## config.mk

```make
export PLATFORM = sky130hd
export DESIGN_NAME = cnn_load_ctrl
export DESIGN_NICKNAME = d
export VERILOG_FILES = /design/src/rtl/cnn_pkg.sv /design/src/rtl/cnn_rr_arb2.sv /design/src/rtl/cnn_load_ctrl.sv
export SDC_FILE = /design/constraint.sdc
export NUM_CORES = 1
export LEC_CHECK = 0
export CORE_AREA = 5 5 284 286
export DETAILED_ROUTE_END_ITERATION = 12
export DIE_AREA = 0 0 289 291
export PLACE_DENSITY_LB_ADDON = 0.2
export SKIP_CTS_REPAIR_TIMING = 1
export SLEW_MARGIN = 0
export SYNTH_ARGS = -nofsm -noshare
export SYNTH_HDL_FRONTEND = slang
export SYNTH_SLANG_ARGS = --single-unit
```

## constraint.sdc

```tcl
create_clock -name clk -period 2.55 [get_ports clk]
set_clock_uncertainty 0.05 [all_clocks]
set_input_delay 0.6375 -clock clk [delete_from_list [all_inputs] [get_ports clk]]
set_output_delay 0.6375 -clock clk [all_outputs]
set_load 0.05 [all_outputs]
```

## src/rtl/cnn_pkg.sv

```systemverilog
`default_nettype none
// ============================================================================
//  Module      : cnn_pkg
//  Description : Shared types and constants for the CNN load-side front end.
//  Revision    : 1.0 - initial release
// ============================================================================
package cnn_pkg;

    // Load controller state
    typedef enum logic [0:0] {
        LD_IDLE  = 1'b0,
        LD_WRITE = 1'b1
    } ld_state_t;

    localparam int BEATS_PER_LINE = 4;
    localparam int BEAT_IDX_W     = 2;

    // Target SRAM encoding, also used as the grant bit index
    localparam logic TGT_W = 1'b0;
    localparam logic TGT_I = 1'b1;

endpackage : cnn_pkg
`default_nettype wire

```

## src/rtl/cnn_rr_arb2.sv

```systemverilog
`default_nettype none
// ============================================================================
//  Module      : cnn_rr_arb2
//  Description : Two-requester round-robin arbiter, purely combinational.
//                grant[0] = weight channel, grant[1] = ifmap channel.
//                On a tie the requester opposite 'last' wins.
//  Revision    : 1.0 - initial release
// ============================================================================
module cnn_rr_arb2
    import cnn_pkg::*;
(
    input  logic [1:0] req,
    input  logic       en,
    input  logic       last,
    output logic [1:0] grant
);

    // One-hot grant; nothing granted outside the enable window
    always_comb begin
        grant = 2'b00;
        if (en) begin
            if (req == 2'b11) begin
                grant = (last == TGT_I) ? 2'b01 : 2'b10;
            end else begin
                grant = req;
            end
        end
    end

endmodule : cnn_rr_arb2
`default_nettype wire

```

## src/rtl/cnn_load_ctrl.sv

```systemverilog
`default_nettype none
// ============================================================================
//  Module      : cnn_load_ctrl
//  Description : Accepts 256-bit weight / ifmap lines over two valid/ready
//                channels, arbitrates round-robin, serialises each line into
//                four 64-bit beats written to the weight or ifmap SRAM, and
//                keeps saturating per-channel line counters.
//  Revision    : 1.0 - initial release
// ============================================================================
module cnn_load_ctrl
    import cnn_pkg::*;
#(
    parameter int SRAM_AW = 12,
    parameter int LINE_W  = 256,
    parameter int BEAT_W  = 64,
    parameter int CNT_W   = 16
) (
    input  logic                 clk,
    input  logic                 rst,
    input  logic                 loadw_vld,
    input  logic [SRAM_AW-1:0]   loadw_addr,
    input  logic [LINE_W-1:0]    loadw_data,
    output logic                 loadw_rdy,
    input  logic                 loadi_vld,
    input  logic [SRAM_AW-1:0]   loadi_addr,
    input  logic [LINE_W-1:0]    loadi_data,
    output logic                 loadi_rdy,
    input  logic                 lock,
    input  logic                 clr_cnt,
    output logic                 wsram_we,
    output logic [SRAM_AW+1:0]   wsram_addr,
    output logic [BEAT_W-1:0]    wsram_wdata,
    output logic                 isram_we,
    output logic [SRAM_AW+1:0]   isram_addr,
    output logic [BEAT_W-1:0]    isram_wdata,
    output logic                 idle,
    output logic [CNT_W-1:0]     wline_cnt,
    output logic [CNT_W-1:0]     iline_cnt
);

    localparam logic [BEAT_IDX_W-1:0] c_LAST_BEAT = BEAT_IDX_W'(BEATS_PER_LINE - 1);

    ld_state_t               r_state, w_state_nxt;
    logic [BEAT_IDX_W-1:0]   r_beat, w_beat_nxt;
    logic                    r_tgt, w_tgt_nxt;
    logic                    r_last_grant, w_last_nxt;
    logic [LINE_W-1:0]       r_line_buf, w_buf_nxt, w_sel_data;
    logic [SRAM_AW-1:0]      r_line_addr, w_addr_nxt, w_sel_addr;
    logic [1:0]              w_grant;
    logic                    w_win, w_accept, w_active_nxt;
    logic [BEAT_W-1:0]       w_word_nxt;
    logic [SRAM_AW+1:0]      w_waddr_nxt;
    logic                    r_wsram_we, r_isram_we;
    logic [SRAM_AW+1:0]      r_wsram_addr, r_isram_addr;
    logic [BEAT_W-1:0]       r_wsram_wdata, r_isram_wdata;
    logic [CNT_W-1:0]        r_wline_cnt, r_iline_cnt;

    // Accept window: idle or last beat of a line, not locked, not in reset
    assign w_win = !rst && !lock &&
                   ((r_state == LD_IDLE) ||
                    ((r_state == LD_WRITE) && (r_beat == c_LAST_BEAT)));

    cnn_rr_arb2 u_arb (
        .req   ({loadi_vld, loadw_vld}),
        .en    (w_win),
        .last  (r_last_grant),
        .grant (w_grant)
    );

    assign loadw_rdy  = w_grant[TGT_W];
    assign loadi_rdy  = w_grant[TGT_I];
    assign w_accept   = |w_grant;
    assign w_sel_data = w_grant[TGT_I] ? loadi_data : loadw_data;
    assign w_sel_addr = w_grant[TGT_I] ? loadi_addr : loadw_addr;
    assign w_buf_nxt  = w_accept ? w_sel_data : r_line_buf;
    assign w_addr_nxt = w_accept ? w_sel_addr : r_line_addr;

    // Next-state logic: start a line on accept, step beats, chain or go idle
    always_comb begin
        w_state_nxt = r_state;
        w_beat_nxt  = r_beat;
        w_tgt_nxt   = r_tgt;
        w_last_nxt  = r_last_grant;
        case (r_state)
            LD_IDLE: begin
                if (w_accept) begin
                    w_state_nxt = LD_WRITE;
                    w_beat_nxt  = '0;
                    w_tgt_nxt   = w_grant[TGT_I];
                    w_last_nxt  = w_grant[TGT_I];
                end
            end
            LD_WRITE: begin
                if (r_beat == c_LAST_BEAT) begin
                    if (w_accept) begin
                        w_beat_nxt = '0;
                        w_tgt_nxt  = w_grant[TGT_I];
                        w_last_nxt = w_grant[TGT_I];
                    end else begin
                        w_state_nxt = LD_IDLE;
                    end
                end else begin
                    w_beat_nxt = r_beat + 1'b1;
                end
            end
            default: w_state_nxt = LD_IDLE;
        endcase
    end

    // Control and line registers
    always_ff @(posedge clk) begin
        if (rst) begin
            r_state      <= LD_IDLE;
            r_beat       <= '0;
            r_tgt        <= TGT_W;
            r_last_grant <= TGT_I;
            r_line_buf   <= '0;
            r_line_addr  <= '0;
        end else begin
            r_state      <= w_state_nxt;
            r_beat       <= w_beat_nxt;
            r_tgt        <= w_tgt_nxt;
            r_last_grant <= w_last_nxt;
            r_line_buf   <= w_buf_nxt;
            r_line_addr  <= w_addr_nxt;
        end
    end

    // The beat presented next cycle, computed from next-state values so the
    // SRAM ports are pure registers with no path from the load inputs
    assign w_active_nxt = (w_state_nxt == LD_WRITE);
    assign w_word_nxt   = w_buf_nxt[int'(w_beat_nxt) * BEAT_W +: BEAT_W];
    assign w_waddr_nxt  = {w_addr_nxt, w_beat_nxt};

    // SRAM port registers; an idle port keeps its last address and data
    always_ff @(posedge clk) begin
        if (rst) begin
            r_wsram_we    <= 1'b0;
            r_wsram_addr  <= '0;
            r_wsram_wdata <= '0;
            r_isram_we    <= 1'b0;
            r_isram_addr  <= '0;
            r_isram_wdata <= '0;
        end else begin
            r_wsram_we <= w_active_nxt && (w_tgt_nxt == TGT_W);
            r_isram_we <= w_active_nxt && (w_tgt_nxt == TGT_I);
            if (w_active_nxt && (w_tgt_nxt == TGT_W)) begin
                r_wsram_addr  <= w_waddr_nxt;
                r_wsram_wdata <= w_word_nxt;
            end
            if (w_active_nxt && (w_tgt_nxt == TGT_I)) begin
                r_isram_addr  <= w_waddr_nxt;
                r_isram_wdata <= w_word_nxt;
            end
        end
    end

    // Saturating line counters; a clear on an accept edge leaves the winner at 1
    always_ff @(posedge clk) begin
        if (rst) begin
            r_wline_cnt <= '0;
            r_iline_cnt <= '0;
        end else if (clr_cnt) begin
            r_wline_cnt <= w_grant[TGT_W] ? CNT_W'(1) : '0;
            r_iline_cnt <= w_grant[TGT_I] ? CNT_W'(1) : '0;
        end else begin
            if (w_grant[TGT_W] && (r_wline_cnt != '1)) begin
                r_wline_cnt <= r_wline_cnt + 1'b1;
            end
            if (w_grant[TGT_I] && (r_iline_cnt != '1)) begin
                r_iline_cnt <= r_iline_cnt + 1'b1;
            end
        end
    end

    assign wsram_we    = r_wsram_we;
    assign wsram_addr  = r_wsram_addr;
    assign wsram_wdata = r_wsram_wdata;
    assign isram_we    = r_isram_we;
    assign isram_addr  = r_isram_addr;
    assign isram_wdata = r_isram_wdata;
    assign idle        = (r_state == LD_IDLE);
    assign wline_cnt   = r_wline_cnt;
    assign iline_cnt   = r_iline_cnt;

endmodule : cnn_load_ctrl
`default_nettype wire
```

==> results list, run 1 <==
- Startpoint of the worst hold path: wsram_addr[1]$_SDFFE_PP0P_
- Latest clock arrival within the worst-skew pair: 0.60 ns
- Sinks on Clock Net: roughly 460
* Violations in the final reports: negative setup slack
- Number of H-tree levels: 2
- For the pin with the worst max-slew slack, the measured transition is approximately 1.0 ns.
* Leading cell types in the layout, fill and taps excluded: sky130_fd_sc_hd__nand2_1, sky130_fd_sc_hd__clkdlybuf4s50_1, sky130_fd_sc_hd__dfxtp_1
- Synthesis produced a netlist with a net count of 3746.
- Using the TritonRoute via totals, the vias-per-cell ratio works out to roughly 5.6.
- Worst relative slew slack: a little under a third
- Pin placement for this block handled 735 I/O pins.
- Number of synthesized flops with an enable pin: 0
- Commonest non-fill, non-tap cell in the layout: sky130_fd_sc_hd__nand2_1
- RSZ-0062 raised after global routing: yes
- Total power per unit cell area: 550.0 nW/um^2
* Worst min-delay path category: flop to flop
- The floorplan step defined a core boundary enclosing 78100 sq um.
* Sequential cell area in the final layout: 9276 sq um
* Area of the die: 84100 sq um
- Number of warnings reported in the yosys synthesis log: 0
* Overall fraction of global-route tracks in use: 25.06%
* Final weighted congestion in routability-driven placement: 0.8923
* Final max-slew violation count: 0
* Largest buffer count on any clock path: 3
- After synthesis the netlist holds a flip-flop and latch count of between 400 and 500.
- Relative to the synthesized area, the layout overhead comes to 50.57%.
* Kind of start point of the critical path: flop
* TritonCTS clock tree: yes
- The worst hold path was traced through 2 stages.
- After synthesis, the largest family of logic cells by area is compound AO/OA/AOI/OAI gates.
* Crit Reg-Reg Startpoint: r_beat[1]$_SDFF_PP0_
- Fill cells in the final layout number between 7000 and 8000.
* Multi-input gate area in the final layout: ~14000 sq um
* Number of failing hold endpoints at the final stage: 0
- Final routed wirelength across all metal layers: 112900 microns
- Leaving out filler cells and counting taps, the final layout contains 5026.
* Total number of nets in the final design: 4481
* I/O Buffers: roughly 730
* Leak Pwr: 13.26 nW
- WL per Instance: 22.45 microns
* Vert. Die Dim: 291 microns
- Gate Count Post-Synth: 3201
- Post-synthesis share of cell area spent on xor and xnor gates: 0.6759%
- The floorplan has 103 rows.
* Total net switching power: 0.006146 W
* Crit path capture type: output port
* Sequential share of the synthesized area: 37.65%
- Fraction of registers with async set or reset after synthesis: 0%
* Switching Share: 30.15%
- The flow ran to the end, but the final reports show violations.
* Reg2reg setup slack: 0.19 ns
- Number of antenna violations at the first check in global routing: 2
- Entering global routing, the biggest net connects 141 pins.
- The first routing iteration left 1933 violations.
* Final count of negative-setup-slack endpoints: 1
- Summing the areas of all compound-gate instances in the mapped netlist gives 31.63% of the synthesized area.
* Die Wd: between 200 and 300 microns
- Among all flip-flop cells after synthesis, the most frequent one is sky130_fd_sc_hd__dfxtp_1.
- The routed layout has between 20000 and 30000 vias.
- Clock period minus worst slack: 2.570 ns
- Internal power: roughly 0.014 W
- Max IR drop VDD: 0.4876 mV
* Signal arrival time at the worst endpoint: 1.88 ns
* Worst setup margin: -0.02043 ns
- Remaining global-route overflow: 0
* CTS root buffer: sky130_fd_sc_hd__clkbuf_16
* Placed cell count: 4915
* Clock transition at path regs: about 0.060 ns
- Of all nets on the critical path, the largest fanout is 8.
* Count of different cell masters after synthesis: 60
- Flop pwr share: 39.3%
- Once the floorplan was initialized, standard cells occupied 31.52% of the core.
- The via count of the first global-routing pass was 26930.
- The number of clock buffers added by TritonCTS is 54.
- Endpoint of the worst hold-timing path: wsram_addr[1]$_SDFFE_PP0P_
* Required time of the critical path: 1.86 ns
* First-pass detailed-route iteration total: 7
- Post-Syn Area: 24620 sq um
- Destination of the worst register-to-register timing path: isram_wdata[34]$_SDFFE_PP0P_
* Residual antenna-violating net count after detailed routing: 0
- Power share of the clock group: 38.2%
- The first global-routing pass estimated between 150000 and 200000 microns of wire.
- The setup path with the least slack is of type flop to output port.
- Average cell area after synthesis: roughly 7.7 sq um
* Share of total power in combinational logic: between 20% and 30%
- The synthesized netlist devotes 18.39% of its cell area to simple gates.
* R2R cell count: 10
- Share of synthesized area spent on multiplexers: 5.570%
- Detail Placement HPWL: 83010 microns
* Core occupancy in the finished layout: about 47%
* # DRC: 0
* Fin crit share: 100.8%
- Derived from the worst setup path, the maximum achievable clock frequency is 389.0 MHz.
- Across the run, the number of max-cap violations was 0.
- The synthesized netlist devotes less than 1% of its cell area to adder and majority cells.
- The post-route netlist has 12.33% of its cells at a drive strength greater than 1.
worst max-delay path, stage by stage, from the launching register on:
cell and delay [ns]:
sky130_fd_sc_hd__dfxtp_4 0.36, sky130_fd_sc_hd__ha_4 0.17, sky130_fd_sc_hd__nand2b_4 0.19, sky130_fd_sc_hd__nand3_4 0.12
sky130_fd_sc_hd__buf_12 0.19, sky130_fd_sc_hd__inv_16 0.11, sky130_fd_sc_hd__buf_12 0.15
power by group through the flow:
stage / clock, W / combinational (W) / sequential, W
floorplan: 0 / 0.00181 / 0.00844
global placement: 0 / 0.00452 / 0.00815
detailed placement: 0 / 0.00454 / 0.00816
CTS: 0.00797 / 0.00456 / 0.00800
global route: 0.00826 / 0.00490 / 0.00804
finish: 0.00779 / 0.00458 / 0.00801
how the worst max path moves through the flow:
stage	start	to	cells past startpoint
floorplan	loadw_vld	loadi_rdy	6
global placement	loadi_vld	wsram_wdata[44]$_SDFFE_PP0P_	9
detailed placement	loadi_vld	wsram_wdata[56]$_SDFFE_PP0P_	9
CTS	r_beat[1]$_SDFF_PP0_	loadi_rdy	6
global route	r_beat[1]$_SDFF_PP0_	loadi_rdy	6
finish	r_beat[1]$_SDFF_PP0_	loadi_rdy	6
metal layers:
layer	GRT usage, %	vias to the layer above	wire length (microns)
met1	32.00	13480	46930
met2	43.71	1015	55600
met3	4.096	148	7428
met4	6.827	2	2876
met5	0	-	20
li1	-	13330	-
kinds of logic (layout without fill, tap and decap cells):
| kind of cell | after synthesis | after routing |
|---|---|---|
| DFF | 463 | 463 |
| and+or+nand+nor | 1147 | 1147 |
| muxes | 129 | 129 |
| buffers and inverters | 373 | 1146 |
| xor gates and xnor gates | 19 | 19 |
| AOI/OAI and AO/OA | 1067 | 1067 |
| other | 0 | 2 |
| adders and majority gates | 3 | 3 |
cells in the mapped netlist (3+ instances only):
| library cell | n | area share, % |
|---|---|---|
| sky130_fd_sc_hd__or2_2 | 3 | 0.076 |
| sky130_fd_sc_hd__nand4_1 | 19 | 0.48 |
| sky130_fd_sc_hd__and3_1 | 4 | 0.10 |
| sky130_fd_sc_hd__nor3_1 | 8 | 0.16 |
| sky130_fd_sc_hd__o31ai_1 | 14 | 0.43 |
| sky130_fd_sc_hd__nand2_1 | 824 | 13 |
| sky130_fd_sc_hd__mux2_2 | 64 | 2.9 |
| sky130_fd_sc_hd__ha_1 | 3 | 0.15 |
| sky130_fd_sc_hd__nor4_1 | 7 | 0.18 |
| sky130_fd_sc_hd__a21oi_1 | 222 | 4.5 |
| sky130_fd_sc_hd__nor2b_1 | 14 | 0.36 |
| sky130_fd_sc_hd__a311oi_1 | 193 | 6.9 |
| sky130_fd_sc_hd__o21ai_1 | 28 | 0.57 |
| sky130_fd_sc_hd__buf_4 | 7 | 0.21 |
| sky130_fd_sc_hd__a211oi_1 | 8 | 0.24 |
| sky130_fd_sc_hd__xnor2_1 | 19 | 0.68 |
| sky130_fd_sc_hd__a2111oi_1 | 3 | 0.12 |
| sky130_fd_sc_hd__a32oi_1 | 188 | 6.7 |
| sky130_fd_sc_hd__nand2b_1 | 4 | 0.10 |
| sky130_fd_sc_hd__o211ai_1 | 314 | 9.6 |
| sky130_fd_sc_hd__nand3_1 | 14 | 0.28 |
| sky130_fd_sc_hd__buf_2 | 27 | 0.55 |
| sky130_fd_sc_hd__buf_1 | 30 | 0.46 |
| sky130_fd_sc_hd__mux2i_1 | 65 | 2.6 |
| sky130_fd_sc_hd__dfxtp_1 | 463 | 38 |
| sky130_fd_sc_hd__inv_1 | 12 | 0.18 |
| sky130_fd_sc_hd__a41o_1 | 5 | 0.20 |
| sky130_fd_sc_hd__o21ai_0 | 39 | 0.79 |
| sky130_fd_sc_hd__nor2_1 | 236 | 3.6 |
| sky130_fd_sc_hd__a31oi_1 | 30 | 0.76 |
| sky130_fd_sc_hd__clkbuf_1 | 296 | 4.5 |
cell type report:
| cell class | instances | share of cell area (%) |
|---|---|---|
| diodes | 2 | 0.01350 |
| clock buffers | 74 | 4.148 |
| clock inverters | 20 | 0.5671 |
| inverters | 13 | 0.1789 |
| multi-input cells | 2365 | 37.80 |
| flip-flops and latches | 463 | 25.02 |
| well taps | 1050 | 3.544 |
| repair buffers | 1039 | 28.72 |
through the flow:
step	instance area, sq um	TNS (ns)	total power (W)	hold WS (ns)	worst slack (ns)
final	37070	-0.02043	0.02039	0.4001	-0.02043
after global routing	37070	-0.1256	0.02120	0.4041	-0.09076
after CTS	36770	-3.199	0.02054	0.3637	-0.3619
after detailed placement	35020	-125.50	0.01270	0.3944	-0.4092
after global placement	35020	-119.84	0.01268	0.3889	-0.4224
after floorplan	24620	0	0.01025	0.3998	0.05970
state kept, by name (all words and copies together) (netlist names):
signal	cells
isram_addr	14
r_beat	2
wsram_we	1
wsram_wdata	64
isram_wdata	64
r_state	1
r_tgt	1
r_line_buf	256
wsram_addr	14
isram_we	1
r_last_grant	1
wline_cnt	16
iline_cnt	16
r_line_addr	12
No activity file was read; power rests on OpenSTA's default activity.
==> run 2, diff against run 1 <==
Settings changed: SLEW_MARGIN 0 to 40.
==> run 2 against run 1 <==
  * The run still ends with negative setup slack left
  * Critical path depth unchanged
  * Power barely moved
  * Non-clock buffer count is the same
  * Critical path type unchanged
  * Critical endpoint unchanged
==> results list, run 2 (same netlist as run 1, synthesis figures left out) <==
- The flow ran to the end, but the final reports show violations.
- Violations in the final reports: negative setup slack
- Number of H-tree levels: 2
- The worst hold path begins at wsram_addr[1]$_SDFFE_PP0P_.
* Final weighted congestion in routability-driven placement: around 0.89
- Initial drt markers: about 2000
- In this run the deepest clock path goes through 3 buffers.
* Fill cell total of the finished layout: roughly 7700
- Num ports: 735
- TritonCTS clock tree: yes
* Average vias per placed instance: 5.564
- Die Wd: 289 microns
- Total power per unit cell area: roughly 550 nW/um^2
- Measured in cells, the most critical reg-to-reg path has a length of 10.
- The path class of the tightest hold or removal check is flop to flop.
* Number of antenna violations at the first check in global routing: 2
- In the final timing run, aggregate negative setup slack is -0.01755 ns.
* RSZ-0062 raised after global routing: yes
* Destination of the worst register-to-register timing path: isram_wdata[23]$_SDFFE_PP0P_
* Core occupancy in the finished layout: 47.47%
- The detail route stage leaves a number of antenna-violating nets equal to 0.
- Area of the die: ~84000 sq um
- The worst setup path is launched from a flop.
* Max frequency: 389.5 MHz
- Number of buffers and inverters on the critical path: 3
- The core region is approximately 80000 sq um.
- Summed over all cells, the static leakage comes to 13.26 nW.
- STA classifies the critical path endpoint as an output port.
- The hold violation total from the final report was 0.
- Summed over all layers, the global routing overflow is 0.
- Required time of the critical path: 1.86 ns
- In the layout the commonest cells are sky130_fd_sc_hd__nand2_1, sky130_fd_sc_hd__clkdlybuf4s50_1, sky130_fd_sc_hd__dfxtp_1.
- CTS root buffer: sky130_fd_sc_hd__clkbuf_16
- On the critical path, the stage with the largest delay is an instance of sky130_fd_sc_hd__dfxtp_4.
* Crit Reg-Reg Startpoint: r_beat[1]$_SDFF_PP0_
* Endpoint of the worst hold-timing path: wsram_addr[1]$_SDFFE_PP0P_
- Along the worst path, the maximum fanout reaches 8.
- After clock tree synthesis, the clock-pin slew on the worst setup and hold paths is 0.06 ns.
- WL per Instance: 22.48 microns
- Counting the buffers created by CTS gives 54.
- Across the VDD grid, the largest voltage drop is 0.4857 mV.
- Sinks on Clock Net: 463
- The setup check on the worst reg-to-reg path leaves a slack of 0.19 ns.
- The initial utilization of the core area, before any placement, comes to 31.52%.
- The count of buffers added on input and output ports is 734.
* Final count of negative-setup-slack endpoints: 1
- Summed over all layers, the routed wires come to ~110000 microns.
* Transition time at the pin with the least slew margin: 0.7857 ns
* Sequential cell area in the final layout: about 9300 sq um
- The cell that appears most often on the critical path is sky130_fd_sc_hd__buf_12.
- The via count of the first global-routing pass was 26930.
- Worst path max stage delay: 0.36 ns
- Measured along the y axis, the die boundary spans between 200 and 300 microns.
- Pin count of the biggest net entering global routing: 141
- The area growth from synthesis to layout is 50.57%.
* Worst relative slew slack: 47.62%
- Multi-input gate area in the final layout: 14010 sq um
- Via Count: 27960
- After layout, the minimum clock period comes to 2.568 ns.
- Worst setup margin: -0.01755 ns
* Overall fraction of global-route tracks in use: 25.06%
* Share of cells above drive strength 1: 12.33%
- # Max-Cap Violations: 0
- Final max-slew violation count: 0
* Latest clock arrival within the worst-skew pair: roughly 0.60 ns
- Top register by number of flip-flops: r_line_buf
- Worst Hold Depth: 2
- Leaving out fill and tap cells, the most frequent cell in the layout is sky130_fd_sc_hd__nand2_1.
- After layout, the worst path uses 100.7% of the clock period.
* Kind of cell with the highest combined delay on the critical path: buffers and inverters
- First-pass GRT wire length: 166300 microns
- Flip-flop count of the largest register, all copies and words added: ~260
- Row generation in the floorplan step produced 103 rows.
- The final layout contains 4481 nets.
- # DRC: 0
* Critical Path, Cell by Cell: ha_4 -> nand2b_4 -> nand3_4 -> buf_12 -> inv_16 -> buf_12
- The worst setup path is of the flop to output port kind.
* Signal arrival time at the worst endpoint: 1.88 ns
- Detail Placement HPWL: 83010 microns
- The first detailed-routing pass took 6 iterations.
run 2: layout make-up:
type,instances,area share (%)
Timing Repair Buffer,1039,28.73
Clock inverter,20,0.5670
Inverter,13,0.1789
Multi-Input combinational cell,2365,37.80
Sequential cell,463,25.02
Tap cell,1050,3.544
Antenna cell,1,0.006750
Clock buffer,74,4.148
run 2: stage by stage:
step / setup WS (ns) / hold WS (ns) / cell area (sq um) / total power (W) / std cells
after global placement: -0.4224 / 0.3889 / 35020 / 0.01268 / 4915
final: -0.01755 / 0.3996 / 37070 / 0.02038 / 5025
after CTS: -0.3619 / 0.3637 / 36770 / 0.02054 / 5009
after detailed placement: -0.4092 / 0.3944 / 35030 / 0.01270 / 4915
after global routing: -0.09076 / 0.4041 / 37070 / 0.02120 / 5025
after floorplan: 0.05970 / 0.3998 / 24620 / 0.01025 / 3201
run 2: power breakdown:
group | switching [W] | internal (W) | leakage [nW]
Clock | 0.00328 | 0.00451 | 0.843
Combinational | 0.00249 | 0.00210 | 8.64
Sequential | 0.000378 | 0.00763 | 3.78
Total | 0.00614 | 0.0142 | 13.3
run 2: how the worst max path moves through the flow:
stage | from | end | slack [ns] | cells past startpoint
finish | r_beat[1]$_SDFF_PP0_ | loadi_rdy | -0.02 | 6
global route | r_beat[1]$_SDFF_PP0_ | loadi_rdy | -0.09 | 6
CTS | r_beat[1]$_SDFF_PP0_ | loadi_rdy | -0.36 | 6
detailed placement | loadi_vld | wsram_wdata[56]$_SDFFE_PP0P_ | -0.41 | 9
global placement | loadi_vld | wsram_wdata[44]$_SDFFE_PP0P_ | -0.42 | 9
floorplan | loadw_vld | loadi_rdy | 0.06 | 6
run 2: per-layer routing:
layer  GRT usage, %  vias up  wire [microns]
li1               -    13320               -
met1          32.00    13430           47010
met2          43.71     1059           55640
met3          4.096      146            7347
met4          6.827        2            2915
met5              0        -              20
run 2: worst reg2reg max path, stage by stage, from the launching register on:
cell                       delay [ns]
sky130_fd_sc_hd__dfxtp_4         0.36
sky130_fd_sc_hd__ha_4            0.17
sky130_fd_sc_hd__nand2b_4        0.19
sky130_fd_sc_hd__buf_4           0.15
sky130_fd_sc_hd__buf_12          0.18
sky130_fd_sc_hd__buf_12          0.30
sky130_fd_sc_hd__o211ai_1        0.17
sky130_fd_sc_hd__a32oi_2         0.31
sky130_fd_sc_hd__buf_4           0.16
sky130_fd_sc_hd__mux2i_1         0.08
sky130_fd_sc_hd__o211ai_1        0.18
